### src/rtl/race_pkg.sv
// rtl/race_pkg.sv - shared state encoding, result flags and default timing constants for the drag tree
package race_pkg;

  localparam int DEF_AMBER_CYCLES   = 3;
  localparam int DEF_TIMEOUT_CYCLES = 15;
  localparam int DEF_CNT_W          = 8;

  typedef enum logic [1:0] {
    IDLE   = 2'd0,
    AMBER  = 2'd1,
    GO     = 2'd2,
    RESULT = 2'd3
  } race_state_t;

  typedef struct packed {
    logic foul_a;
    logic foul_b;
    logic win_a;
    logic win_b;
    logic tie;
    logic timeout;
  } race_flags_t;

endpackage

### src/rtl/race_cycle_counter.sv
// rtl/race_cycle_counter.sv - cycle counter with synchronous clear, enable and saturation at all-ones
module race_cycle_counter
  import race_pkg::*;
#(
  parameter int CNT_W = DEF_CNT_W
) (
  input  logic             clk,
  input  logic             rst,
  input  logic             clear,
  input  logic             enable,
  output logic [CNT_W-1:0] count
);

  always_ff @(posedge clk or posedge rst) begin
    if (rst) begin
      count <= '0;
    end else if (clear) begin
      count <= '0;
    end else if (enable && (count != {CNT_W{1'b1}})) begin
      count <= count + 1'b1;
    end
  end

endmodule

### src/rtl/drag_tree_controller.sv
// rtl/drag_tree_controller.sv - drag race light tree: staging, amber countdown, launch judging and result hold
module drag_tree_controller
  import race_pkg::*;
#(
  parameter int AMBER_CYCLES   = DEF_AMBER_CYCLES,
  parameter int TIMEOUT_CYCLES = DEF_TIMEOUT_CYCLES,
  parameter int CNT_W          = DEF_CNT_W
) (
  input  logic             CLOCK,
  input  logic             RESET,
  input  logic             START,
  input  logic             STAGE_A,
  input  logic             STAGE_B,
  input  logic             LAUNCH_A,
  input  logic             LAUNCH_B,
  output logic             RED,
  output logic             YELLOW,
  output logic             GREEN,
  output logic             FOUL_A,
  output logic             FOUL_B,
  output logic             WIN_A,
  output logic             WIN_B,
  output logic             TIE,
  output logic             TIMEOUT,
  output logic [CNT_W-1:0] REACT,
  output logic             DONE
);

  localparam logic [CNT_W-1:0] AMBER_LAST   = CNT_W'(AMBER_CYCLES - 1);
  localparam logic [CNT_W-1:0] TIMEOUT_LAST = CNT_W'(TIMEOUT_CYCLES - 1);
  localparam logic [CNT_W-1:0] TIMEOUT_VAL  = CNT_W'(TIMEOUT_CYCLES);

  race_state_t      state, next_state;
  race_flags_t      flags_q, flags_d;
  logic [CNT_W-1:0] react_q, react_d;
  logic [CNT_W-1:0] count;
  logic             red_d, yellow_d, green_d, done_d;
  logic             launch;
  logic             cnt_clear, cnt_enable;

  assign launch = LAUNCH_A || LAUNCH_B;

  // Counter restarts at 0 on AMBER entry and again on the AMBER->GO hand-off.
  assign cnt_clear  = ((state != AMBER) && (state != GO)) ||
                      ((state == AMBER) && (next_state == GO));
  assign cnt_enable = (state == AMBER) || (state == GO);

  race_cycle_counter #(.CNT_W(CNT_W)) u_counter (
    .clk    (CLOCK),
    .rst    (RESET),
    .clear  (cnt_clear),
    .enable (cnt_enable),
    .count  (count)
  );

  always_ff @(posedge CLOCK or posedge RESET) begin
    if (RESET) begin
      state <= IDLE;
    end else begin
      state <= next_state;
    end
  end

  always_comb begin
    next_state = state;
    case (state)
      IDLE:   if (START && STAGE_A && STAGE_B) next_state = AMBER;
      AMBER:  if (launch) next_state = RESULT;
              else if (count == AMBER_LAST) next_state = GO;
      GO:     if (launch || (count == TIMEOUT_LAST)) next_state = RESULT;
      RESULT: if (!STAGE_A && !STAGE_B) next_state = IDLE;
      default: next_state = IDLE;
    endcase
  end

  // Next values of every output register, decoded from the state being entered.
  always_comb begin
    flags_d = flags_q;
    react_d = react_q;
    case (state)
      AMBER: begin
        if (launch) begin
          flags_d.foul_a = LAUNCH_A;
          flags_d.foul_b = LAUNCH_B;
          flags_d.win_a  = LAUNCH_B && !LAUNCH_A;
          flags_d.win_b  = LAUNCH_A && !LAUNCH_B;
        end
      end
      GO: begin
        if (launch) begin
          flags_d.win_a = LAUNCH_A && !LAUNCH_B;
          flags_d.win_b = LAUNCH_B && !LAUNCH_A;
          flags_d.tie   = LAUNCH_A && LAUNCH_B;
          react_d       = count;
        end else if (count == TIMEOUT_LAST) begin
          flags_d.timeout = 1'b1;
          react_d         = TIMEOUT_VAL;
        end
      end
      default: ;
    endcase
    if (next_state == IDLE) begin
      flags_d = '0;
      react_d = '0;
    end
    red_d    = (next_state == IDLE) ||
               ((next_state == RESULT) && (flags_d.foul_a || flags_d.foul_b));
    yellow_d = (next_state == AMBER);
    green_d  = (next_state == GO);
    done_d   = (next_state == RESULT);
  end

  always_ff @(posedge CLOCK or posedge RESET) begin
    if (RESET) begin
      flags_q <= '0;
      react_q <= '0;
      RED     <= 1'b1;
      YELLOW  <= 1'b0;
      GREEN   <= 1'b0;
      DONE    <= 1'b0;
    end else begin
      flags_q <= flags_d;
      react_q <= react_d;
      RED     <= red_d;
      YELLOW  <= yellow_d;
      GREEN   <= green_d;
      DONE    <= done_d;
    end
  end

  assign FOUL_A  = flags_q.foul_a;
  assign FOUL_B  = flags_q.foul_b;
  assign WIN_A   = flags_q.win_a;
  assign WIN_B   = flags_q.win_b;
  assign TIE     = flags_q.tie;
  assign TIMEOUT = flags_q.timeout;
  assign REACT   = react_q;

endmodule

### config.mk
export PLATFORM = sky130hd
export DESIGN_NAME = drag_tree_controller
export DESIGN_NICKNAME = d
export VERILOG_FILES = /design/src/rtl/race_pkg.sv /design/src/rtl/race_cycle_counter.sv /design/src/rtl/drag_tree_controller.sv
export SDC_FILE = /design/constraint.sdc
export NUM_CORES = 1
export LEC_CHECK = 0
export CAP_MARGIN = 40
export CORE_MARGIN = 8
export CORE_UTILIZATION = 57
export CTS_CLUSTER_DIAMETER = 50
export DETAILED_ROUTE_END_ITERATION = 8
export PLACE_DENSITY_LB_ADDON = 0.12
export SETUP_SLACK_MARGIN = 0.5
export SLEW_MARGIN = 20
export SYNTH_ARGS = -nofsm -noshare
export SYNTH_HDL_FRONTEND = slang
export SYNTH_HIERARCHICAL = 1
export SYNTH_SLANG_ARGS = --single-unit
export TNS_END_PERCENT = 30
### constraint.sdc
create_clock -name CLOCK -period 7 [get_ports CLOCK]
set_input_delay 1.4 -clock CLOCK [delete_from_list [all_inputs] [get_ports CLOCK]]
set_output_delay 1.4 -clock CLOCK [all_outputs]
set_load 0.05 [all_outputs]
# After elaboration in Yosys (flattened, before gate mapping)
# Cells that the tools add are included.
[word_totals]
latchBits = 0
mem_count = 0
rom_bits = 0
output_inout_bits = 18
mem_bits_rw = 0
regBits = 28
wordCells = 80
inputBits = 7
[op_classes]
n_bitwise = 0
multipliers = 0
n_addsub = 1
n_eq_ne = 14
div = 0
magnitude_cmp = 0
n_reduce_logical = 32
muxes = 20
n_shift = 0
[op_table]
columns = ["operator", "count"]
rows = [
  ["$mux 8", 6],
  ["$mux 2", 7],
  ["$logic_and 1x1->1", 10],
  ["$add 8x1->8 const B", 1],
  ["$eq 2x2->1 const B", 4],
  ["$eq 8x2->1 const B", 1],
  ["$eq 8x4->1 const B", 1],
  ["$ne 8x8->1 const B", 1],
  ["$pmux 2 s4", 1],
  ["$reduce_bool 2->1", 4],
  ["$logic_or 1x1->1", 6],
  ["$mux 6", 1],
  ["$ne 3x2->1 const B", 2],
  ["$reduce_and 3->1", 2],
  ["$reduce_bool 3->1", 2],
  ["$eq 2x1->1 const B", 2],
  ["$logic_not 1->1", 4],
  ["$logic_not 2->1", 2],
  ["$mux 4", 1],
  ["$ne 2x1->1 const B", 2],
  ["$pmux 2 s2", 1],
  ["$reduce_and 2->1", 2],
  ["$mux 3", 1],
  ["$mux 1", 2],
  ["$ne 2x2->1 const B", 1],
]

# Longest topological paths before layout
[depth]
depth_word = 9
depth_mapped = 11
mapped_depth_nobuf = 10

# By module
# Netlist, hierarchy kept.
[by_module_without_submodules]
columns = ["module", "seq_area_each_um2", "instances", "cells_per_inst", "area_per_inst_um2"]
rows = [
  ["drag_tree_controller", 501.7, 1, 110, 1079.8],
  ["race_cycle_counter", 200.2, 1, 49, 504.2],
]

# Least setup slack after synthesis
# No wires, ideal clock.
[synth_path]
path_type = "input port to flip-flop"
from = "in LAUNCH_A"
to = "reg u_counter.count[3]"
setup_ns = 0.125
n_path_buf = 3
cell_stages = 9
t_required_ns = 6.875
setup_slack_ns = 3.685
arrival_time_ns = 3.190
path_cell_list = "clkbuf_1 > nor2_1 > a32oi_1 > o31ai_4 > buf_6 > a31o_1 > clkbuf_1 > nor2b_1 > mux2_4"
[synth_between]
elab_chain_len = 8
elab_cells_between_ends = 10
classes_between = "eq/ne: 1; mux: 4; reduce/logical: 5"
[synth_lines]
columns = ["element", "line_no", "source"]
rows = [
  ["from (decl)", "drag_tree_controller.sv:14", "input logic LAUNCH_A,"],
  ["$logic_or 1x1->1 *", "drag_tree_controller.sv:41", "assign launch = LAUNCH_A || LAUNCH_B;"],
  ["$logic_or 1x1->1", "drag_tree_controller.sv:70", "GO: if (launch || (count == TIMEOUT_LAST)) next_state = RESULT;"],
  ["$mux 2", "drag_tree_controller.sv:70", ""],
  ["$pmux 2 s4 *", "drag_tree_controller.sv:66", "case (state)"],
  ["$eq 2x2->1 *", "drag_tree_controller.sv:45", "((state == AMBER) && (next_state == GO));"],
  ["$logic_and 1x1->1 *", "drag_tree_controller.sv:45", ""],
  ["$logic_or 1x1->1 *", "drag_tree_controller.sv:44", "assign cnt_clear = ((state != AMBER) && (state != GO)) ||"],
  ["via cnt_clear", "drag_tree_controller.sv:39", "logic cnt_clear, cnt_enable;"],
  ["$mux 8 / $reduce_bool 2->1 (equally long branches)", "n/a", ""],
  ["to (signal assigned)", "race_cycle_counter.sv:20", "count <= count + 1'b1;"],
  ["to (decl)", "race_cycle_counter.sv:11", "output logic [CNT_W-1:0] count"],
]
# The timed path passes the listed nets; every way through them passes the cells marked *.
# A chain may end at the register's enable or synchronous reset.

# Final worst setup path
[layout_path]
from = "in LAUNCH_A"
to = "reg u_counter.count[4]"
# Same word-level chain as after synthesis.

==> results.yml <==
timing:
  grt_setup_unrepaired: "false"
  fin_skew_ns: 0.00413
  final-hold-violation-count: 0
  relSlewSlack_pct: 48.4
  finalSetupViolations: 0
  fmax_mhz: 249
  timing.hold.ws_ns: 0.556
  setup_tns_ns: 0
  worst_slew_pin_slew_ns: 0.774
  period_needed_ns: 4.01
  period_share_pct: 57.3
  slew_violations: 0
  worst_slack_ns: 2.99
yosys:
  synth-seq-area-share_pct: 44.3
  ys_ff_latch: 28
  yosys_warnings: 6
  synth_cell_type_count: 44
  synth_nets: 171
  syn-cell-area_mm2: 0.00158
  syn-mean-instance-area_um2: 9.96
  syn_inst: 159
worst_hold_path:
  hold_class: "register to register"
power:
  power_density_mw_per_mm2: 427
  p_leak_nw: 0.817
  power_mw: 0.797
  vdd_drop_max_mv: 0.389
layout:
  final_nets: 194
  drive_above_1_share_pct: 9.39
  final_cells: 212
  final_area_mm2: 0.00187
  diodes: 0
  areaGrowthSynthToFinish_pct: 17.8
  final_util_pct: 69.4
route:
  ant_nets: 0
  vias: 1329
  wl_um: 3720
  wire_per_inst_um: 17.6
  first_iter_violations: 64
  viasPerCell: 6.27
  first_pass_iters: 4
  route.detailed.drc: 0
placement:
  io_buffers: 24
  dp_hpwl_um: 2730
  dpl-instance-area_mm2: 0.00182
  placedCellCount: 207
  gp_congestion: 0.837
  pre_cts_slack_ns: 2.65
worst_setup_path:
  cp.arrival_ns: 4.25
  crit_path_start_kind: "primary input"
  cp_max_fo: 20
  worst-setup-path-type: "primary input to register"
  required_ns: 7.23
  worst_setup_path_end_kind: "register"
global_route:
  overflow: 0
  antenna_found_initial: 0
  grt_max_degree: 21
  grt_pass1_wl_um: 6290
  grt_pass1_vias: 1311
  grtUsageTotal_pct: 17.5
die:
  die_area_mm2: 0.00472
  die_w_um: 68.7
  std_cell_rows: 19
  core_mm2: 0.00269
  die_h_um: 68.7
  start_util_pct: 59.0
  io_pins: 25
cts:
  cts-buffers-inserted: 3
  htreeDepth: 1
  clk_latency_ns: 0.33
  cts.clk_slew.worst_paths_ns: 0.15
  cts_tree: "built"
  cts_sinks: 28
  cts_resized: 0
  cts_setup_buffers: 0
  cts-root-buf: "clkbuf_4"
  cts_buffer_depth: 2
  hold_buffers: 0
status:
  outcome: "completed"
flow_run:
  drv_cap: 0
## logic make-up after synthesis
| group | count (synthesis) | share of synthesized area [%] |
|---|---|---|
| muxes | 7 | 5.77 |
| DFF | 28 | 44.3 |
| buffers and inverters | 15 | 4.58 |
| and+or+nand+nor | 53 | 18.0 |
| adders and majority gates | 5 | 3.95 |
| AOI/OAI and AO/OA | 51 | 23.4 |
## worst paths after layout
path | start | end | slack, ns | cells past startpoint
setup / recovery | LAUNCH_A | u_counter/count[4] | 2.99 | 7
hold / removal | TIMEOUT | TIMEOUT | 0.56 | 2
setup reg to reg | u_counter/count[3] | u_counter/count[4] | 4.03 | 6
hold reg to reg | TIMEOUT | TIMEOUT | 0.56 | 2
max in group asynchronous | RESET | RED | 5.35 | 3
min in group asynchronous | RESET | YELLOW | 1.23 | 2
## critical path, cell delays in order
cell and delay (ns):
clkdlybuf4s50_1 0.56, nor2_1 0.47, a32oi_1 0.24, o31ai_4 0.75
a31o_1 0.45, nor2b_1 0.10, mux2_4 0.28
## final cells by class
type | count | area [um2]
Tap cell | 31 | 38.8
Clock buffer | 4 | 26.3
Timing Repair Buffer | 26 | 263
Sequential cell | 28 | 702
Inverter | 7 | 26.3
Multi-Input combinational cell | 116 | 810
Fill cell | 215 | 821
## synth_stat cells
cell | number | area, um2
nand2_1 | 11 | 41.3
and3_1 | 2 | 12.5
o221ai_1 | 2 | 17.5
o31ai_1 | 2 | 15.0
o21ai_0 | 2 | 10.0
o22ai_1 | 2 | 12.5
o21bai_1 | 1 | 7.51
mux2_2 | 1 | 11.3
o311a_1 | 1 | 10.0
nand3_1 | 6 | 30.0
a211oi_2 | 1 | 12.5
inv_1 | 7 | 26.3
and4_1 | 2 | 17.5
nand4b_1 | 1 | 8.76
a31oi_1 | 1 | 6.26
nand2b_1 | 2 | 12.5
dfstp_2 | 1 | 26.3
and2b_1 | 1 | 7.51
nand4_1 | 3 | 18.8
a31o_1 | 1 | 8.76
o211ai_1 | 3 | 22.5
mux2_4 | 4 | 60.1
nor4_1 | 1 | 6.26
a21oi_1 | 18 | 90.1
mux2i_1 | 2 | 20.0
nor2_1 | 13 | 48.8
or4b_1 | 1 | 10.0
a21oi_2 | 2 | 17.5
a21boi_2 | 1 | 11.3
clkbuf_1 | 5 | 18.8
buf_6 | 2 | 22.5
o211a_1 | 2 | 20.0
nor3_1 | 1 | 5.00
nor4b_2 | 1 | 15.0
nor2b_1 | 6 | 37.5
dfrtp_1 | 27 | 676
a22oi_1 | 6 | 45.0
and2_1 | 1 | 6.26
a32oi_1 | 4 | 35.0
ha_1 | 5 | 62.6
a21boi_0 | 1 | 7.51
o31ai_4 | 1 | 21.3
buf_2 | 1 | 5.00
or4_1 | 1 | 7.51
## placed cells by master, fill, tap and decap left out, types with 4 or more instances in the layout
| cell type | instances |
|---|---|
| dfrtp_1 | 27 |
| clkdlybuf4s50_1 | 24 |
| a21oi_1 | 18 |
| nor2_1 | 13 |
| nand2_1 | 11 |
| inv_1 | 7 |
| nand3_1 | 6 |
| nor2b_1 | 6 |
| a22oi_1 | 6 |
| ha_1 | 5 |
| a32oi_1 | 4 |
| mux2_4 | 4 |
## metal layers
metal | GRT usage, % | part of all wire [%]
met1 | 23.2 | 43
met2 | 26.1 | 47
met3 | 4.68 | 8.1
met4 | 8.02 | 1.9
met5 | 0 | 0
## where the power goes
| part | internal, mW | leakage [nW] | switching [mW] |
|---|---|---|---|
| clock | 0.0224 | 0.0150 | 0.0471 |
| sequential | 0.204 | 0.372 | 0.0334 |
| combinational | 0.170 | 0.430 | 0.320 |
| total | 0.396 | 0.817 | 0.401 |
No activity file was read; power rests on OpenSTA's default activity.
